[src/rtl/prio_encoder8to3_q.sv]
// Registered 8-to-3 priority encoder that latches active-low requests into a sticky
// pending register and presents one index at a time over a valid/ready handshake.
module prio_encoder8to3_q #(
  parameter bit LSB_FIRST = 1'b1
) (
  input  logic       clk,
  input  logic       rst,
  input  logic [7:0] req_n,
  output logic [2:0] code,
  output logic       valid,
  input  logic       ready,
  output logic [7:0] pending,
  output logic       multi
);

  logic [7:0] pending_q, pending_d;
  logic       valid_q, valid_d;
  logic [2:0] code_q, code_d;

  logic       acc;
  logic [7:0] clr_vec;
  logic [7:0] cand_vec;

  // The winner is the last hit in scan order, so scan from lowest to highest priority.
  function automatic logic [2:0] prio_idx(input logic [7:0] v);
    logic [2:0] idx;
    idx = 3'd0;
    for (int i = 0; i < 8; i++) begin
      if (LSB_FIRST) begin
        if (v[7-i]) idx = 3'(7 - i);
      end else begin
        if (v[i]) idx = 3'(i);
      end
    end
    return idx;
  endfunction

  always_comb begin
    acc       = valid_q & ready;
    clr_vec   = acc ? (8'd1 << code_q) : 8'h00;
    // A same-cycle set of the accepted bit re-pends it.
    pending_d = (pending_q & ~clr_vec) | ~req_n;
    // Selection looks at the registered pending value only, minus the bit just taken.
    cand_vec  = pending_q & ~clr_vec;
    valid_d   = valid_q;
    code_d    = code_q;
    if (!(valid_q && !ready)) begin
      if (cand_vec != 8'h00) begin
        valid_d = 1'b1;
        code_d  = prio_idx(cand_vec);
      end else begin
        valid_d = 1'b0;
      end
    end
  end

  always_ff @(posedge clk or posedge rst) begin
    if (rst) begin
      pending_q <= 8'h00;
      valid_q   <= 1'b0;
      code_q    <= 3'd0;
    end else begin
      pending_q <= pending_d;
      valid_q   <= valid_d;
      code_q    <= code_d;
    end
  end

  assign code    = code_q;
  assign valid   = valid_q;
  assign pending = pending_q;
  assign multi   = (pending_q & (pending_q - 8'd1)) != 8'h00;

endmodule

[config.mk]
export PLATFORM = sky130hd
export DESIGN_NAME = prio_encoder8to3_q
export DESIGN_NICKNAME = d
export VERILOG_FILES = /design/src/rtl/prio_encoder8to3_q.sv
export SDC_FILE = /design/constraint.sdc
export NUM_CORES = 1
export LEC_CHECK = 0
export CORE_MARGIN = 3
export CORE_UTILIZATION = 35
export CTS_BUF_LIST = sky130_fd_sc_hd__clkbuf_16
export DETAILED_ROUTE_END_ITERATION = 10
export GPL_TIMING_DRIVEN = 0
export PLACE_DENSITY = 0.66
export RECOVER_POWER = 25
export SETUP_SLACK_MARGIN = 0.15
export SYNTH_ARGS = -nofsm -noshare
export SYNTH_HDL_FRONTEND = slang
export SYNTH_SLANG_ARGS = --single-unit
[constraint.sdc]
create_clock -name clk -period 2.25 [get_ports clk]
set_input_delay 0.45 -clock clk [delete_from_list [all_inputs] [get_ports clk]]
set_output_delay 0.45 -clock clk [all_outputs]
set_load 0.01 [all_outputs]
**Word level (Yosys, flattened, before mapping)**

Cells that the tools add are included.

- Mux-type cells: 10
- Add/subtract/negate cells: 1
- Reduce and logical (&&, ||, !) cells: 5
- Shift-type cells: 1
- Bitwise operators: 7

Operators with widths:

| cell | count |
|---|---|
| $mux 3 | 8 |
| $and 8x8->8 | 2 |
| $not 8->8 | 2 |
| $reduce_bool 8->1 | 2 |
| $mux 8 | 1 |
| $or 8x8->8 | 1 |
| $shl 1x3->8 const A | 1 |
| $sub 8x1->8 const B | 1 |
| $reduce_and 2->1 | 1 |
| $and 1x1->1 | 1 |
| $logic_and 1x1->1 | 1 |
| $logic_not 1->1 | 1 |
| $mux 1 | 1 |
| $not 1->1 | 1 |

- Flip-flop bits (word level): 12
- Output and inout port bits: 13

**Depth between registers and ports, before layout**

Gate-level depths: netlist of the first run.

- Depth in word-level cells: 12
- Depth in mapped cells: 5
- Depth with buffers taken out: 5

**Worst setup path after synthesis of the first run**

Ideal clock, no wire load.

- Kind: register to output
- Start point: register pending_q[7] (netlist: pending[7])
- End point: output port multi
- Cell stages (with the launch flop): 6
- Data arrival time: 1.345 ns
- Path slack: 0.455 ns
- Path buffers: 0
- Cell sequence: dfrtp_1 > nor3_1 > nand2b_1 > maj3_1 > nor3_1 > o22ai_1

- Longest elaborated chain between the ends: 3

Ends and longest elaborated chain:

| item | RTL line | text |
|---|---|---|
| start, declared | 16 | `logic [7:0] pending_q, pending_d;` |
| start signal, assigned | 63 | `pending_q <= pending_d;` |
| $sub 8x1->8 | 72 | `assign multi = (pending_q & (pending_q - 8'd1)) != 8'h00;` |
| $and 8x8->8 (*) | 72 |  |
| $reduce_bool 8->1 (*) | 72 |  |
| end, declared | 13 | `output logic multi` |

Every way passes the cells marked *; elsewhere a longest branch is shown, timed or not.

**Worst setup path after layout of the first run**

- Start point: register pending_q[4] (netlist: pending[4])
- End point: output port multi

The elaborated chain is that of the path after synthesis.

==> impl_metrics.toml, run 1 <==
[status]
status = "completed"

[synthesis]
yosys.area.top_type = "dfrtp_1"
synth.distinct_cells = 26
yosys_warnings = 0
synth_cells = 62
syn_area_um2 = 644
synth_nets = 73
ys_ff_latch = 12
yosys-top-cells-area = "dfrtp_1, nand2_1, o21ai_1"
avgSynthCellArea_um2 = 10.4
seq_area_frac_synth_pct = 46.6
synth_top_cell_area_share_pct = 46.6

[timing]
rsz0062_at_grt = "true"
hold_slack_ns = 0.617
period_share_pct = 91.2
fmax_ghz = 0.488
skew_ns = 0.00241
setup_violations = 0
maxSlewHeadroom_pct = 69.0
finalHoldViolCount = 0
slew_viol_final = 0
tightest_slew_ns = 0.465
period_minus_slack_ns = 2.05

[clock_tree]
clockBufferDepth = 2
cts.sink_count = 12
numCtsBuffers = 3
cts-root-buf = "clkbuf_16"
hold_buffers = 0
path_clk_slew_ns = 0.04
clk_latency_ns = 0.24
htree_levels = 1
cts_tree = "built"

[critical_path]
critical_path_required_ns = 1.80
r2r_end = "code[1]$_DFFE_PP0P_"
r2r_start = "code[0]$_DFFE_PP0P_"
r2r_cells = 5
reg2reg_slack_ns = 0.40
worstSetupStartpointType = "register"
cp-end-kind = "output pin"
path_class = "reg2out"
crit_arrival_ns = 1.60
path_max_fanout = 2

[worst_hold_path]
hold_end = "code[1]$_DFFE_PP0P_"
whs_path_depth = 1
worstHoldStart = "code[1]$_DFFE_PP0P_"
hp-class = "reg2reg"

[drt]
via_count = 652
antenna_left = 0
drtIter0Drc = 9
wl_um = 1840
drc = 0
vias_per_cell = 5.34
wl_per_cell_um = 15.1
first_pass_iters = 4

[floorplanning]
core_um2 = 1610
die_width_um = 48.9
dieArea_um2 = 2390
rows = 14
fp.dieH_um = 48.9
start_util_pct = 40.0
ios = 24

[global_route]
grt_max_degree = 13
grtUsageTotal_pct = 16.3
antenna_found_initial = 0
grt_pass1_vias = 646
overflow = 0
grt_pass1_wl_um = 3030

[final_layout]
drive_above_1_share_pct = 29.6
antenna_cells = 0
mostFrequentLayoutCell = "clkdlybuf4s50_1"
nets = 110
final_cell_mix = "clkdlybuf4s50_1, dfrtp_1, nand2_1"
area_growth_pct = 69.9
design_area_um2 = 1090
nFillCells = 134

[placement]
dp_hpwl_um = 1190
numPortBuffers = 23
placed_area_um2 = 905
gp_congestion = 0.774

[power_and_ir_drop]
ir_drop_mv = 0.467
cellPowerDensity_nw_per_um2 = 666
leakage_nw = 0.395

[run]
cap_violations = 0
-- sequential cells by signal, indices dropped and copies added, names as in the netlist --
register	cells
pending	8
code	3
valid	1
-- cells by family (layout without fill, tap and decap cells) --
| group | after synthesis | in the layout | synth area share, % |
|---|---|---|---|
| flip-flops | 12 | 12 | 46.6 |
| adder cells (fa/ha/maj) | 2 | 2 | 3.11 |
| buffers and inverters | 2 | 38 | 1.17 |
| multiplexers | 1 | 1 | 1.75 |
| AND/OR/NAND/NOR | 24 | 24 | 22.5 |
| AO/OA/AOI/OAI | 21 | 21 | 24.9 |
-- worst max-delay path by stage --
stage,start,end,slack (ns)
5_1_grt,pending[7]$_DFF_PP0_,multi,0.12
3_3_place_gp,ready,code[1]$_DFFE_PP0P_,-0.12
6_report,pending[4]$_DFF_PP0_,multi,0.20
2_1_floorplan,pending[7]$_DFF_PP0_,multi,0.45
4_1_cts,pending[7]$_DFF_PP0_,multi,0.13
3_5_place_dp,ready,code[1]$_DFFE_PP0P_,-0.16
-- area by class of cell --
| class | instances | area (um2) | share of cell area, % |
|---|---|---|---|
| inverters | 2 | 7.51 | 0.686 |
| flip-flops and latches | 12 | 300 | 27.4 |
| clock buffers | 3 | 75.1 | 6.86 |
| well taps | 24 | 30.0 | 2.74 |
| multi-input cells | 48 | 387 | 35.3 |
| clock inverters | 1 | 3.75 | 0.343 |
| repair buffers | 32 | 292 | 26.6 |
-- layer usage --
metal | part of all wire, % | routed length [um] | GRT usage [%] | vias up
met5 | 0 | 0 | 0 | -
met4 | 1.0 | 19 | 5.69 | 0
met1 | 42 | 779 | 20.0 | 315
met2 | 51 | 941 | 28.1 | 25
li1 | - | - | - | 308
met3 | 5.3 | 97 | 3.67 | 4
-- repair_timing --
action / CTS / global route
pin swaps: 2 / 1
gates cloned: 0 / 0
resized for setup: 13 / 2
setup buffers: 7 / 2
setup endpoints to repair: 2 / 1
-- power by group --
part	internal, mW	switching [mW]	leakage (nW)
clock network	0.234	0.0880	0.0385
logic	0.0768	0.0691	0.236
registers	0.232	0.0305	0.120
total	0.542	0.188	0.395
-- critical path, cell delays in order, from the launching register on --
cell and delay (ns):
dfrtp_1 0.38, nor3_2 0.20, nand2b_1 0.10, maj3_2 0.32, nor3_2 0.12, o22ai_1 0.08, buf_2 0.16
-- metrics by stage --
| step | setup TNS (ns) | instances | utilization, % | power, mW | setup slack, ns |
|---|---|---|---|---|---|
| 2_1_floorplan | 0 | 62 | - | 0.322 | 0.455 |
| 3_3_place_gp | -0.165 | 109 | 56.1 | 0.386 | -0.122 |
| 3_5_place_dp | -0.219 | 109 | 56.1 | 0.388 | -0.163 |
| 4_1_cts | 0 | 120 | 66.6 | 0.737 | 0.132 |
| 5_1_grt | 0 | 122 | 67.9 | 0.764 | 0.119 |
| 6_report | 0 | 122 | 67.9 | 0.730 | 0.199 |
-- cell usage after synthesis --
cell type	n
o21a_1	2
dfrtp_1	12
a31oi_1	2
nor3_1	2
a21oi_1	2
o31ai_4	1
a2111oi_0	1
mux2_1	1
nand2b_1	3
nand4_2	1
maj3_1	2
o211ai_1	3
o2bb2ai_1	1
nand2_1	10
nand3b_4	1
inv_1	2
nand3_2	1
o22ai_1	1
o31ai_2	1
or2b_1	1
nand2_2	1
nand2b_2	1
o21ai_1	5
nand4_1	1
o21ai_2	2
nor2_1	2
No activity file was read; power rests on OpenSTA's default activity.
==> inputs of run 2 (changes only) <==
--- a/config.mk
+++ b/config.mk
@@ -5,9 +5,11 @@
 export SDC_FILE = /design/constraint.sdc
 export NUM_CORES = 1
 export LEC_CHECK = 0
-export CORE_MARGIN = 3
+export CORE_MARGIN = 4
 export CORE_UTILIZATION = 35
 export CTS_BUF_LIST = sky130_fd_sc_hd__clkbuf_16
+export CTS_CLUSTER_DIAMETER = 200
+export CTS_CLUSTER_SIZE = 40
 export DETAILED_ROUTE_END_ITERATION = 10
 export GPL_TIMING_DRIVEN = 0
 export PLACE_DENSITY = 0.66
==> impl_metrics.toml, run 2 (synthesis gave the netlist of run 1 again) <==
[critical_path]
critical_path_required_ns = 1.80
worstSetupStartpointType = "register"
r2r_start = "code[0]$_DFFE_PP0P_"
path_max_fanout = 2
reg2reg_slack_ns = 0.36
crit_arrival_ns = 1.61
cp-end-kind = "output pin"
r2r_end = "code[1]$_DFFE_PP0P_"
r2r_cells = 5
path_class = "reg2out"

[timing]
slew_viol_final = 0
skew_ns = 0.00646
period_minus_slack_ns = 2.06
tightest_slew_ns = 0.480
period_share_pct = 91.7
rsz0062_at_grt = "true"
hold_slack_ns = 0.612
finalHoldViolCount = 0
maxSlewHeadroom_pct = 67.9
setup_violations = 0
fmax_ghz = 0.485

[power_and_ir_drop]
ir_drop_mv = 0.427
seq_power_share_pct = 36.3
power_switching_mw = 0.190
combPwrFrac_pct = 19.0
p_clk_share_pct = 44.7
leakage_nw = 0.380
internal_power_mw = 0.539
swShare_pct = 26.1
cellPowerDensity_nw_per_um2 = 684

[placement]
gp_congestion = 0.716
numPortBuffers = 23
dp_hpwl_um = 1150
placed_area_um2 = 906

[final_layout]
area_growth_pct = 65.4
drive_above_1_share_pct = 27.4
antenna_cells = 0
final_cell_mix = "clkdlybuf4s50_1, dfrtp_1, nand2_1"
nets = 107
largest_reg_flops = 8
design_area_um2 = 1070
final_util_pct = 61.7
mostFrequentLayoutCell = "clkdlybuf4s50_1"

[clock_tree]
numCtsBuffers = 3
clockBufferDepth = 2
hold_buffers = 0
clk_latency_ns = 0.24
cts.sink_count = 12
path_clk_slew_ns = 0.05
htree_levels = 1
cts_tree = "built"
cts-root-buf = "clkbuf_16"

[drt]
first_pass_iters = 2
antenna_left = 0
via_count = 616
wl_per_cell_um = 14.8
drc = 0
drtIter0Drc = 5
wl_um = 1780
vias_per_cell = 5.13

[global_route]
grt_use_met1_pct = 16.1
busiest_layer = "met2"
overflow = 0
grt_pass1_wl_um = 2820
use_met2_pct = 26.2
grtUsageTotal_pct = 14.9
grt.met3_usage_pct = 4.66
grt_max_degree = 13
grt_pass1_vias = 615
antenna_found_initial = 0

[worst_hold_path]
whs_path_depth = 1
hp-class = "reg2reg"
hold_end = "code[1]$_DFFE_PP0P_"
worstHoldStart = "code[1]$_DFFE_PP0P_"

[run]
cap_violations = 0

[floorplanning]
fp.dieH_um = 50.9
dieArea_um2 = 2590
die_width_um = 50.9
rows = 15
ios = 24
core_um2 = 1730
start_util_pct = 37.3

[status]
status = "completed"
run 2: worst max-delay path: stages, from the launching register on:
cell and delay, ns:
dfrtp_1 0.39, nor3_2 0.20, nand2b_1 0.10, maj3_2 0.32, nor3_2 0.11, o22ai_1 0.08, buf_2 0.16
run 2: how the worst max path moves through the flow:
stage	start	to	slack [ns]	cells past startpoint
2_1_floorplan	pending[7]$_DFF_PP0_	multi	0.45	5
3_3_place_gp	ready	code[1]$_DFFE_PP0P_	-0.12	6
3_5_place_dp	ready	code[1]$_DFFE_PP0P_	-0.14	6
4_1_cts	pending[7]$_DFF_PP0_	multi	0.15	6
5_1_grt	pending[4]$_DFF_PP0_	multi	0.10	6
6_report	pending[4]$_DFF_PP0_	multi	0.19	6
run 2: per-stage QoR:
step	TNS, ns	setup WS (ns)	instances	power [mW]
final	0	0.187	120	0.729
after global routing	0	0.104	120	0.763
after CTS	0	0.147	120	0.731
after detailed placement	-0.182	-0.143	110	0.388
after global placement	-0.167	-0.117	110	0.386
after floorplan	0	0.455	62	0.322
run 2: power by group through the flow:
stage / logic (mW) / clock network (mW) / registers [mW]
floorplan: 0.0579 / 0 / 0.264
global placement: 0.124 / 0 / 0.262
detailed placement: 0.125 / 0 / 0.262
CTS: 0.139 / 0.329 / 0.263
global route: 0.149 / 0.345 / 0.268
finish: 0.138 / 0.326 / 0.265
run 2: what timing repair did:
item,4_1_cts,5_1_grt
gates resized for setup,13,1
setup buffers,6,0
setup endpoints to repair,2,1
pin swaps,2,3
run 2: area by class of cell:
cell class	count	area, um2
clock buffers	3	75.1
inverters	2	7.51
well taps	25	31.3
flip-flops and latches	12	300
repair buffers	29	269
clock inverters	1	3.75
multi-input cells	48	379
fillers	150	661
run 2: per-layer routing:
| layer | vias to the layer above | part of all wire, % |
|---|---|---|
| met5 | - | 0 |
| met4 | 0 | 1.6 |
| met3 | 4 | 6.7 |
| met2 | 17 | 51 |
| met1 | 296 | 40 |
| li1 | 299 | - |
==> inputs of run 3 (changes only) <==
--- a/config.mk
+++ b/config.mk
@@ -5,6 +5,7 @@
 export SDC_FILE = /design/constraint.sdc
 export NUM_CORES = 1
 export LEC_CHECK = 0
+export CAP_MARGIN = 0
 export CORE_MARGIN = 4
 export CORE_UTILIZATION = 35
 export CTS_BUF_LIST = sky130_fd_sc_hd__clkbuf_16
@@ -12,8 +13,8 @@
 export CTS_CLUSTER_SIZE = 40
 export DETAILED_ROUTE_END_ITERATION = 10
 export GPL_TIMING_DRIVEN = 0
+export HOLD_SLACK_MARGIN = 0.1
 export PLACE_DENSITY = 0.66
-export RECOVER_POWER = 25
 export SETUP_SLACK_MARGIN = 0.15
 export SYNTH_ARGS = -nofsm -noshare
 export SYNTH_HDL_FRONTEND = slang
==> impl_metrics.toml, run 3 (synthesis gave the netlist of run 1 again) <==
[power_and_ir_drop]
power_switching_mw = 0.190
total_power_mw = 0.730
combPwrFrac_pct = 19.0
ir_drop_mv = 0.427
swShare_pct = 26.0
p_clk_share_pct = 44.7
internal_power_mw = 0.540
seq_power_share_pct = 36.3
leakage_nw = 0.380
cellPowerDensity_nw_per_um2 = 684

[timing]
period_minus_slack_ns = 2.06
hold_slack_ns = 0.531
layout_setup_ws_ns = 0.187
rsz0062_at_grt = "true"
tightest_slew_ns = 0.481
slew_viol_final = 0
skew_ns = 0.00646
maxSlewHeadroom_pct = 67.9
fmax_ghz = 0.485
setup_violations = 0
period_share_pct = 91.7
finalHoldViolCount = 0
final.setup.tns_ns = 0

[critical_path]
cpMostUsedCell = "nor3_2"
cp_slowest_stage_delay_ns = 0.39
r2r_cells = 5
reg2reg_slack_ns = 0.36
r2r_end = "code[1]$_DFFE_PP0P_"
r2r_start = "code[0]$_DFFE_PP0P_"
cp-end-kind = "output pin"
critical_path_required_ns = 1.80
critPathCapture = "multi"
cpMaxStageDelayCell = "dfrtp_1"
worstSetupStartpointType = "register"
path_cells = "nor3_2 -> nand2b_1 -> maj3_2 -> nor3_2 -> o22ai_1 -> buf_2"
path_max_fanout = 2
crit_arrival_ns = 1.61
startpoint = "pending[4]$_DFF_PP0_"
path_class = "reg2out"

[placement]
pre_cts_ws_ns = -0.143
numPortBuffers = 23
dpl.cell_count = 110
placed_area_um2 = 906
gp_congestion = 0.716
dp_hpwl_um = 1150

[final_layout]
mostFrequentLayoutCell = "clkdlybuf4s50_1"
antenna_cells = 0
design_area_um2 = 1070
finalNonFillerCells = 120
final_cell_mix = "clkdlybuf4s50_1, dfrtp_1, nand2_1"
final_util_pct = 61.7
nets = 107
area_growth_pct = 65.4
largest_reg_flops = 8
drive_above_1_share_pct = 27.4

[floorplanning]
fp.dieH_um = 50.9
core_um2 = 1730
die_width_um = 50.9
dieArea_um2 = 2590
ios = 24
rows = 15
start_util_pct = 37.3

[global_route]
grtUsageTotal_pct = 14.9
grt_max_degree = 13
grt_pass1_wl_um = 2820
overflow = 0
antenna_found_initial = 0
grt_pass1_vias = 615

[drt]
first_pass_iters = 2
via_count = 616
vias_per_cell = 5.13
drc = 0
antenna_left = 0
drtIter0Drc = 5
wl_um = 1780
wl_per_cell_um = 14.8

[clock_tree]
cts_tree = "built"
clockBufferDepth = 2
cts-root-buf = "clkbuf_16"
cts.sink_count = 12
hold_buffers = 0
path_clk_slew_ns = 0.05
clk_latency_ns = 0.24
htree_levels = 1
numCtsBuffers = 3

[worst_hold_path]
hp-class = "in2async"

[run]
cap_violations = 0

[status]
status = "completed"
-- run 3: how the worst min path moves through the flow --
| stage | slack, ns | startpoint | endpoint |
|---|---|---|---|
| 2_1_floorplan | 0.31 | rst | code[0]$_DFFE_PP0P_ |
| 3_3_place_gp | 0.55 | code[1]$_DFFE_PP0P_ | code[1]$_DFFE_PP0P_ |
| 3_5_place_dp | 0.57 | code[1]$_DFFE_PP0P_ | code[1]$_DFFE_PP0P_ |
| 4_1_cts | 0.55 | rst | pending[6]$_DFF_PP0_ |
| 5_1_grt | 0.58 | rst | pending[6]$_DFF_PP0_ |
| 6_report | 0.53 | rst | pending[6]$_DFF_PP0_ |
-- run 3: layer usage --
| layer | global-route usage (%) | up-vias | share of wire (%) |
|---|---|---|---|
| li1 | - | 299 | - |
| met1 | 16.1 | 296 | 40 |
| met2 | 26.2 | 17 | 51 |
| met3 | 4.66 | 4 | 6.7 |
| met4 | 6.73 | 0 | 1.6 |
| met5 | 0 | - | 0 |
-- run 3: power by group through the flow --
| stage | Sequential, mW | Combinational, mW | Clock, mW |
|---|---|---|---|
| finish | 0.265 | 0.139 | 0.326 |
| global route | 0.268 | 0.149 | 0.345 |
| CTS | 0.263 | 0.139 | 0.329 |
| detailed placement | 0.262 | 0.125 | 0 |
| global placement | 0.262 | 0.124 | 0 |
| floorplan | 0.264 | 0.0579 | 0 |
-- run 3: timing repair --
| item | in CTS | in global routing |
|---|---|---|
| setup buffers | 6 | 0 |
| pin swaps | 2 | 3 |
| endpoints found under the setup margin | 2 | 1 |
| gates resized for setup | 13 | 1 |
-- run 3: critical path: cells and delay by family (launching register included) --
| kind | cells | cell delay (ns) |
|---|---|---|
| adder cells (fa/ha/maj) | 1 | 0.32 |
| buffers and inverters | 1 | 0.16 |
| flip-flops | 1 | 0.39 |
| AO/OA/AOI/OAI | 1 | 0.08 |
| AND/OR/NAND/NOR | 3 | 0.41 |
-- run 3: layout make-up --
cell class / count / area, um2
Clock buffer: 3 / 75.1
Clock inverter: 1 / 3.75
Fill cell: 150 / 661
Inverter: 2 / 7.51
Multi-Input combinational cell: 48 / 379
Sequential cell: 12 / 300
Tap cell: 25 / 31.3
Timing Repair Buffer: 29 / 269
